**config.mk**
```make
export PLATFORM = sky130hd
export DESIGN_NAME = clk_div_prog
export DESIGN_NICKNAME = d
export VERILOG_FILES = /design/src/rtl/clkdiv_pkg.sv /design/src/rtl/clkdiv_halfext.sv /design/src/rtl/clk_div_prog.sv
export SDC_FILE = /design/constraint.sdc
export NUM_CORES = 1
export LEC_CHECK = 0
export CAP_MARGIN = 10
export CORE_MARGIN = 2
export CORE_UTILIZATION = 49
export DETAILED_ROUTE_END_ITERATION = 7
export HOLD_SLACK_MARGIN = 0.15
export PLACE_DENSITY_LB_ADDON = 0.3
export RECOVER_POWER = 100
export SETUP_SLACK_MARGIN = 0.05
export SLEW_MARGIN = 20
export SYNTH_ARGS = -nofsm -noshare
export SYNTH_HDL_FRONTEND = slang
export SYNTH_HIERARCHICAL = 1
export SYNTH_SLANG_ARGS = --single-unit
```
**constraint.sdc**
```tcl
create_clock -name clk -period 4.2 [get_ports clk]
set_input_delay 0.63 -clock clk [delete_from_list [all_inputs] [get_ports clk]]
set_output_delay 0.63 -clock clk [all_outputs]
set_load 0.03 [all_outputs]
```
**src/rtl/clkdiv_pkg.sv**
```systemverilog
// -----------------------------------------------------------------------------
// clkdiv_pkg
// Shared constants and helpers for the programmable clock divider.
//   DIV_W_DEFAULT : default width of divisor and period counter
//   MIN_DIV       : smallest legal divisor; anything below is raised to it
//   clamp_div()   : max(value, MIN_DIV), evaluated on 32-bit unsigned values
// -----------------------------------------------------------------------------
package clkdiv_pkg;

  localparam int unsigned DIV_W_DEFAULT = 8;
  localparam logic [31:0] MIN_DIV       = 32'd2;

  // Callers zero-extend their DIV_W-bit value to 32 bits and cast the result
  // back, so one helper serves every divisor width.
  function automatic logic [31:0] clamp_div(input logic [31:0] value);
    return (value < MIN_DIV) ? MIN_DIV : value;
  endfunction

endpackage : clkdiv_pkg

```
**src/rtl/clkdiv_halfext.sv**
```systemverilog
// -----------------------------------------------------------------------------
// clkdiv_halfext
// Half-cycle extender for odd divisors. A falling-edge copy of the rising-edge
// clk_out term is OR-ed onto that term, so the high phase lasts N/2 clk
// periods for odd N. Even divisors pass the term through untouched.
// The whole module only exists when CLKDIV_ODD_DUTY50_EN is defined; the
// default build contains no falling-edge flops at all.
// Ports:
//   clk       in  system clock (falling edge used here)
//   reset     in  asynchronous, active-low reset
//   term_i    in  rising-edge registered clk_out term
//   odd_i     in  1 when the active divisor is odd
//   clk_out_o out extended divided output
// -----------------------------------------------------------------------------
`ifdef CLKDIV_ODD_DUTY50_EN
module clkdiv_halfext (
  input  logic clk,
  input  logic reset,
  input  logic term_i,
  input  logic odd_i,
  output logic clk_out_o
);

  logic neg_q;

  always_ff @(negedge clk or negedge reset) begin
    if (!reset) neg_q <= 1'b0;
    else        neg_q <= term_i;
  end

  // The falling-edge copy rises and falls half a cycle after term_i, so the
  // OR stretches the high phase by exactly half a clk period.
  assign clk_out_o = term_i | (odd_i & neg_q);

endmodule : clkdiv_halfext
`endif

```
**src/rtl/clk_div_prog.sv**
```systemverilog
// -----------------------------------------------------------------------------
// clk_div_prog
// Runtime-programmable integer clock divider. Produces a divided clock-like
// output and a one-cycle period strobe, both in the clk domain. New divisors
// are held pending and only take effect at a period boundary (wrap), so a
// period is never cut short or stretched mid-way.
// Optional build macro: CLKDIV_ODD_DUTY50_EN -- adds a falling-edge extender
// giving 50% duty for odd divisors too (see clkdiv_halfext).
// Parameters:
//   DIV_W     width of divisor and counter
//   RESET_DIV divisor after reset (clamped to >= 2)
// Ports:
//   clk      in  system clock
//   reset    in  asynchronous, active-low reset
//   en       in  count enable; low freezes the divider
//   div_val  in  new divisor, sampled when div_wr=1
//   div_wr   in  single-cycle write strobe
//   div_pend out a written divisor is waiting for the next wrap
//   clk_out  out divided output, period = active divisor
//   tick     out one-cycle strobe at the start of each period
// -----------------------------------------------------------------------------
module clk_div_prog
  import clkdiv_pkg::*;
#(
  parameter int unsigned DIV_W     = DIV_W_DEFAULT,
  parameter int unsigned RESET_DIV = 3
) (
  input  logic             clk,
  input  logic             reset,
  input  logic             en,
  input  logic [DIV_W-1:0] div_val,
  input  logic             div_wr,
  output logic             div_pend,
  output logic             clk_out,
  output logic             tick
);

  localparam logic [DIV_W-1:0] RESET_DIV_C = DIV_W'(clamp_div(32'(RESET_DIV)));
  localparam logic [DIV_W-1:0] ONE         = DIV_W'(1);

  logic [DIV_W-1:0] div_q, div_d;         // active divisor
  logic [DIV_W-1:0] cnt_q, cnt_d;         // position inside the period
  logic [DIV_W-1:0] pend_q, pend_d;       // pending divisor value
  logic             div_pend_q, div_pend_d;
  logic             tick_q, tick_d;
  logic             term_q, term_d;       // rising-edge clk_out term

  logic [DIV_W-1:0] wr_val;
  logic             wrap;

  assign wr_val = DIV_W'(clamp_div(32'(div_val)));
  assign wrap   = en && (cnt_q == div_q - ONE);

  // NOTE: every always_comb output gets a default first; a path that leaves
  // one unassigned would infer a latch.
  always_comb begin
    cnt_d      = cnt_q;
    div_d      = div_q;
    pend_d     = pend_q;
    div_pend_d = div_pend_q;
    tick_d     = 1'b0;

    if (wrap) begin
      cnt_d      = '0;
      tick_d     = 1'b1;
      div_pend_d = 1'b0;
      // A write landing on the wrap edge wins over an older pending value.
      if (div_wr)          div_d = wr_val;
      else if (div_pend_q) div_d = pend_q;
    end else begin
      if (en) cnt_d = cnt_q + ONE;
      if (div_wr) begin
        pend_d     = wr_val;
        div_pend_d = 1'b1;
      end
    end

    // Derived from next-state values so the registered output lines up with
    // the count it describes.
    term_d = (cnt_d < (div_d >> 1));
  end

  // NOTE: sequential state uses non-blocking assignments so every flop
  // samples the pre-edge values, independent of statement order.
  always_ff @(posedge clk or negedge reset) begin
    if (!reset) begin
      div_q      <= RESET_DIV_C;
      cnt_q      <= RESET_DIV_C - ONE;  // first enabled edge is a wrap
      pend_q     <= RESET_DIV_C;
      div_pend_q <= 1'b0;
      tick_q     <= 1'b0;
      term_q     <= 1'b0;
    end else begin
      div_q      <= div_d;
      cnt_q      <= cnt_d;
      pend_q     <= pend_d;
      div_pend_q <= div_pend_d;
      tick_q     <= tick_d;
      term_q     <= term_d;
    end
  end

  assign div_pend = div_pend_q;
  assign tick     = tick_q;

`ifdef CLKDIV_ODD_DUTY50_EN
  clkdiv_halfext u_halfext (
    .clk       (clk),
    .reset     (reset),
    .term_i    (term_q),
    .odd_i     (div_q[0]),
    .clk_out_o (clk_out)
  );
`else
  assign clk_out = term_q;
`endif

endmodule : clk_div_prog

```
==> flow_metrics.env, run 1 <==
export IMPL_status="finished clean"
export IMPL_grtUsageTotal_pct=18.1
export IMPL_setup_worst_path_end="clk_out"
export IMPL_grt_start_max_net_pins=28
export IMPL_cts_buffer_depth=2
export IMPL_syn2layout_area_growth_pct=8.41
export IMPL_crit_path_max_fanout=13
export IMPL_power_density_mw_per_mm2=623
export IMPL_start_util_pct=50.3
export IMPL_clkLatencyLatePin_ns=0.32
export IMPL_hold_buffers=0
export IMPL_layout_cells_non_filler=216
export IMPL_total_leakage_power_uw=0.000737
export IMPL_viasPerCell=5.70
export IMPL_hp_start="pend_q[2]"
export IMPL_place_congestion=0.897
export IMPL_cts_repair_resize_count=0
export IMPL_syn_avg_cell_area_sq_um=10.4
export IMPL_rows=21
export IMPL_port_buffer_count=14
export IMPL_layout_common_cells="22 x dfrtp_1, 18 x nor2_1, 13 x a22o_1"
export IMPL_arrival_ns=3.70
export IMPL_grt_antenna_before_repair=0
export IMPL_regToRegStartpoint="div_q[1]"
export IMPL_ios=15
export IMPL_yosys_register_bits=27
export IMPL_drv_slew=0
export IMPL_insertedDiodeCount=0
export IMPL_dp_slack_ns=0.517
export IMPL_crit_path_end_kind="register"
export IMPL_syn_inst=160
export IMPL_setup_viol=0
export IMPL_drc=0
export IMPL_ant_nets=0
export IMPL_crit_path_start_kind="register"
export IMPL_tns_ns=0
export IMPL_cts_buffers_inserted=3
export IMPL_dieArea_sq_mm=0.00388
export IMPL_netlist_area_leader_share_pct=33.0
export IMPL_worstMarginPinSlew_ns=1.30
export IMPL_h_tree_depth=1
export IMPL_rsz0062_at_grt="false"
export IMPL_r2r_slack_ns=0.73
export IMPL_path_class="reg -> reg"
export IMPL_startpoint="div_q[1]"
export IMPL_cts_tree="built"
export IMPL_dp_cells=212
export IMPL_die_y_microns=62.3
export IMPL_setup_ws_ns=0.734
export IMPL_cp_required_ns=4.44
export IMPL_synth_nets=180
export IMPL_r2r_end="clk_out"
export IMPL_finalHoldViolCount=0
export IMPL_yosysSeqAreaShare_pct=40.9
export IMPL_clock_sinks=27
export IMPL_post_cts_repair_setup_buffers=0
export IMPL_fin_crit_ns=3.47
export IMPL_firstDrtPassIters=4
export IMPL_grt_pass1_vias=1210
export IMPL_path_clk_slew_ns=0.14
export IMPL_fp_dieW_microns=62.3
export IMPL_dp_hpwl_microns=2460
export IMPL_rr_worst_depth=14
export IMPL_ys_top_cells_by_area="dfrtp_1 33%, dfstp_2 7.9%, mux2_4 7.2%, a22o_1 6.8%, ha_1 6.0%"
export IMPL_fin_nets=191
export IMPL_fmax_mhz=289
export IMPL_ir_drop_mv=0.256
export IMPL_via_count=1231
export IMPL_cts_root_buf="clkbuf_4"
export IMPL_drive_above_1_share_pct=6.47
export IMPL_wirelength_microns=3160
export IMPL_finalClockSkew_ns=0.00846
export IMPL_timing_hold_ws_ns=0.507
export IMPL_hp_class="reg -> reg"
export IMPL_synth_largest_area_cell="dfrtp_1"
export IMPL_coreArea_sq_mm=0.00331
export IMPL_maxCapViolations=0
export IMPL_yosys_warnings=6
export IMPL_grt_overflow=0
export IMPL_final_common_cell="dfrtp_1"
export IMPL_fin_crit_sh_pct=82.5
export IMPL_netlist_area_sq_mm=0.00167
export IMPL_wl_per_cell_microns=14.6
export IMPL_grt_pass1_wl_microns=5660
export IMPL_ys_types=37
export IMPL_slew_headroom_pct=13.4
export IMPL_drtIter0Drc=100
routing by layer:
layer  share of wire, %  global-route usage [%]  wire (microns)  vias up
met2                 52                    31.1            1640       22
met4               0.66                    6.94              21        0
met1                 44                    23.2            1390      607
met5                  0                       0               0        -
met3                3.4                    2.54             108        2
li1                   -                       -               -      600
how the worst min path moves through the flow:
stage | endpoint | slack, ns | cells past startpoint
after CTS | pend_q[2] | 0.53 | 1
after floorplan | clk_out | 0.33 | 0
final | pend_q[2] | 0.51 | 1
after global routing | pend_q[6] | 0.55 | 1
after detailed placement | pend_q[6] | 0.50 | 1
after global placement | pend_q[5] | 0.49 | 1
registers in the layout (all words and copies together) (netlist names):
register  flops
clk_out       1
cnt_q         8
div_q         8
div_pend      1
pend_q        8
tick          1
cell type report:
class                   instances  area (sq um)
inverters                       3          11.3
well taps                      46          57.6
clock buffers                   4          26.3
flip-flops and latches         27           682
repair buffers                 16           145
fillers                       309          1500
multi-input cells             120           885
synth_stat cells (all sizes together):
cell type and instances:
dfrtp 22, nor2 18, a22o 13, nand2 9, xnor2 9, ha 8
mux2 8, xor2 8, a22oi 6, clkbuf 6, dfstp 5, nand3 5
o21ai 5, buf 4, a21oi 3, inv 3, nand2b 3, nand3b 3
nand4 3, nor4 3, o211ai 3, nor2b 2, nor3b 2, a2111oi 1
a311oi 1, a31oi 1, a32oi 1, mux2i 1, nor3 1, nor4b 1
o21a 1, o311a 1
worst max-delay path, cell delays in order, from the launching register on:
cell	delay [ns]
dfstp_1	0.63
inv_1	0.11
ha_1	0.27
nand2_1	0.10
xor2_1	0.16
nor3b_1	0.07
o311a_1	0.37
o21ai_1	0.44
a22oi_1	0.22
ha_1	0.35
a21oi_1	0.16
nor2b_1	0.06
o21ai_0	0.15
nand2_1	0.07
a311oi_1	0.23
cells by family after synthesis:
family,synth area share [%]
mux,7.81
fa+ha+maj,6.01
buf+inv,3.98
xor+xnor,9.38
compound gates,16.3
flops,40.9
simple gates,15.6
power breakdown:
group          total (uW)  switching (uW)  internal [uW]  leakage, uW
combinational         548             278            270     0.000398
clock                 111            73.4           37.1    0.0000150
sequential            467             115            353     0.000323
metrics by stage:
stage / power (uW) / area, sq um / utilization, %
after floorplan: 902 / 1670 / -
after global placement: 1020 / 1820 / 55.1
after detailed placement: 1040 / 1820 / 55.1
after CTS: 1160 / 1850 / 55.9
after global routing: 1240 / 1810 / 54.6
final: 1130 / 1810 / 54.6
Power figures use the tool's default switching activity.
==> run 2, diff against run 1 <==
==> constraint.sdc (replaced) <==
create_clock -name clk -period 3.6 [get_ports clk]
set_input_delay 0.54 -clock clk [delete_from_list [all_inputs] [get_ports clk]]
set_output_delay 0.54 -clock clk [all_outputs]
set_load 0.03 [all_outputs]
==> flow_metrics.env, run 2 (synthesis gave the netlist of run 1 again) <==
export IMPL_hp_class="in -> async"
export IMPL_cts_buffers_inserted=3
export IMPL_dp_hpwl_microns=2580
export IMPL_ios=15
export IMPL_drc=0
export IMPL_place_congestion=0.917
export IMPL_cts_tree="built"
export IMPL_drv_slew=0
export IMPL_finalHoldViolCount=0
export IMPL_rows=21
export IMPL_tns_ns=0
export IMPL_insertedDiodeCount=0
export IMPL_setup_viol=0
export IMPL_clock_sinks=27
export IMPL_post_cts_repair_setup_buffers=0
export IMPL_rsz0062_at_grt="false"
export IMPL_drive_above_1_share_pct=9.88
export IMPL_ir_drop_mv=0.299
export IMPL_via_count=1256
export IMPL_maxCapViolations=0
export IMPL_dieArea_sq_mm=0.00388
export IMPL_coreArea_sq_mm=0.00331
export IMPL_wirelength_microns=3340
export IMPL_finalClockSkew_ns=0.0144
export IMPL_grt_overflow=0
export IMPL_firstDrtPassIters=4
export IMPL_worstMarginPinSlew_ns=1.41
export IMPL_setup_ws_ns=0.352
export IMPL_drtIter0Drc=58
export IMPL_fin_crit_ns=3.25
export IMPL_crit_path_end_kind="register"
export IMPL_grt_antenna_before_repair=0
export IMPL_grt_start_max_net_pins=28
export IMPL_viasPerCell=5.76
export IMPL_cts_buffer_depth=2
export IMPL_start_util_pct=50.3
export IMPL_final_common_cell="dfrtp_1"
export IMPL_cts_root_buf="clkbuf_4"
export IMPL_dp_slack_ns=0.134
export IMPL_die_y_microns=62.3
export IMPL_path_class="reg -> reg"
export IMPL_total_leakage_power_uw=0.000749
export IMPL_fmax_mhz=308
export IMPL_crit_path_max_fanout=11
export IMPL_layout_common_cells="22 x dfrtp_1, 18 x nor2_1, 13 x a22o_1"
export IMPL_grt_pass1_wl_microns=5910
export IMPL_port_buffer_count=14
export IMPL_wl_per_cell_microns=15.3
export IMPL_fp_dieW_microns=62.3
export IMPL_path_clk_slew_ns=0.15
export IMPL_reg_top3="cnt_q x8, div_q x8, pend_q x8"
export IMPL_slew_headroom_pct=5.90
export IMPL_syn2layout_area_growth_pct=9.99
export IMPL_arrival_ns=3.49
export IMPL_power_density_mw_per_mm2=725
export IMPL_h_tree_depth=1
export IMPL_fin_crit_sh_pct=90.2
export IMPL_fin_nets=193
export IMPL_ant_nets=0
export IMPL_clkLatencyLatePin_ns=0.32
export IMPL_grtUsageTotal_pct=18.8
export IMPL_status="finished clean"
export IMPL_crit_path_start_kind="register"
export IMPL_grt_pass1_vias=1318
export IMPL_cp_required_ns=3.84
[run 2: changes by cell type in the layout (fill, tap and decap cells not counted), sizes merged]
cell	delta
buf	+1
clkinv	+1
[run 2: worst max-delay path: stages (launching register included)]
cell and delay [ns]:
dfstp_2 0.63, inv_1 0.06, ha_2 0.23, nor4_1 0.32
a32oi_1 0.08, nor3b_1 0.24, o311a_1 0.24, o21ai_2 0.16
a22oi_1 0.26, ha_1 0.28, a21oi_1 0.16, nor2b_1 0.06
o21ai_0 0.16, nand2_1 0.07, a311oi_1 0.23
[run 2: final cells by class]
cell class                 count  area, sq um
timing repair buffer          18          164
clock buffer                   3         22.5
multi-input combinational    120          891
tap                           46         57.6
clock inverter                 1         5.00
fill                         312         1480
inverter                       3         11.3
sequential                    27          682
[run 2: where the power goes]
part	switching (uW)	total (uW)	internal [uW]	leakage [uW]
clock network	87.8	129	41.6	0.0000177
registers	138	552	413	0.000324
logic	327	648	321	0.000407
total	553	1330	776	0.000749
[run 2: stage by stage]
step / hold slack [ns] / power [uW] / area [sq um] / utilization [%] / instances
4_1_cts: 0.208 / 1350 / 1860 / 56.2 / 218
3_5_place_dp: 0.496 / 1230 / 1830 / 55.4 / 214
2_1_floorplan: 0.244 / 1050 / 1670 / - / 160
5_1_grt: 0.534 / 1450 / 1830 / 55.4 / 218
3_3_place_gp: 0.495 / 1190 / 1840 / 55.6 / 214
6_report: 0.507 / 1330 / 1830 / 55.4 / 218
[run 2: final timing paths]
| kind | from | end | slack [ns] | cells after the start |
|---|---|---|---|---|
| setup / recovery | div_q[0] | clk_out | 0.35 | 14 |
| hold / removal | reset | pend_q[4] | 0.51 | 1 |
| setup reg to reg | div_q[0] | clk_out | 0.35 | 14 |
| hold reg to reg | pend_q[5] | pend_q[5] | 0.52 | 1 |
| max in group asynchronous | reset | div_q[0] | 2.17 | 2 |
| min in group clk | pend_q[5] | pend_q[5] | 0.52 | 1 |
[run 2: timing repair]
item / CTS / global route
setup endpoints to repair: 0 / 1
gates resized for setup: 0 / 4
hold buffers: 0 / 0
[run 2: per-layer routing]
layer  wire length, microns  up-vias  share of wire [%]  GRT usage [%]
met1                   1500      624                 45           23.8
li1                       -      606                  -              -
met5                      0        -                  0              0
met2                   1700       22                 51           33.3
met3                     95        4                2.8           1.99
met4                     43        0                1.3           7.22
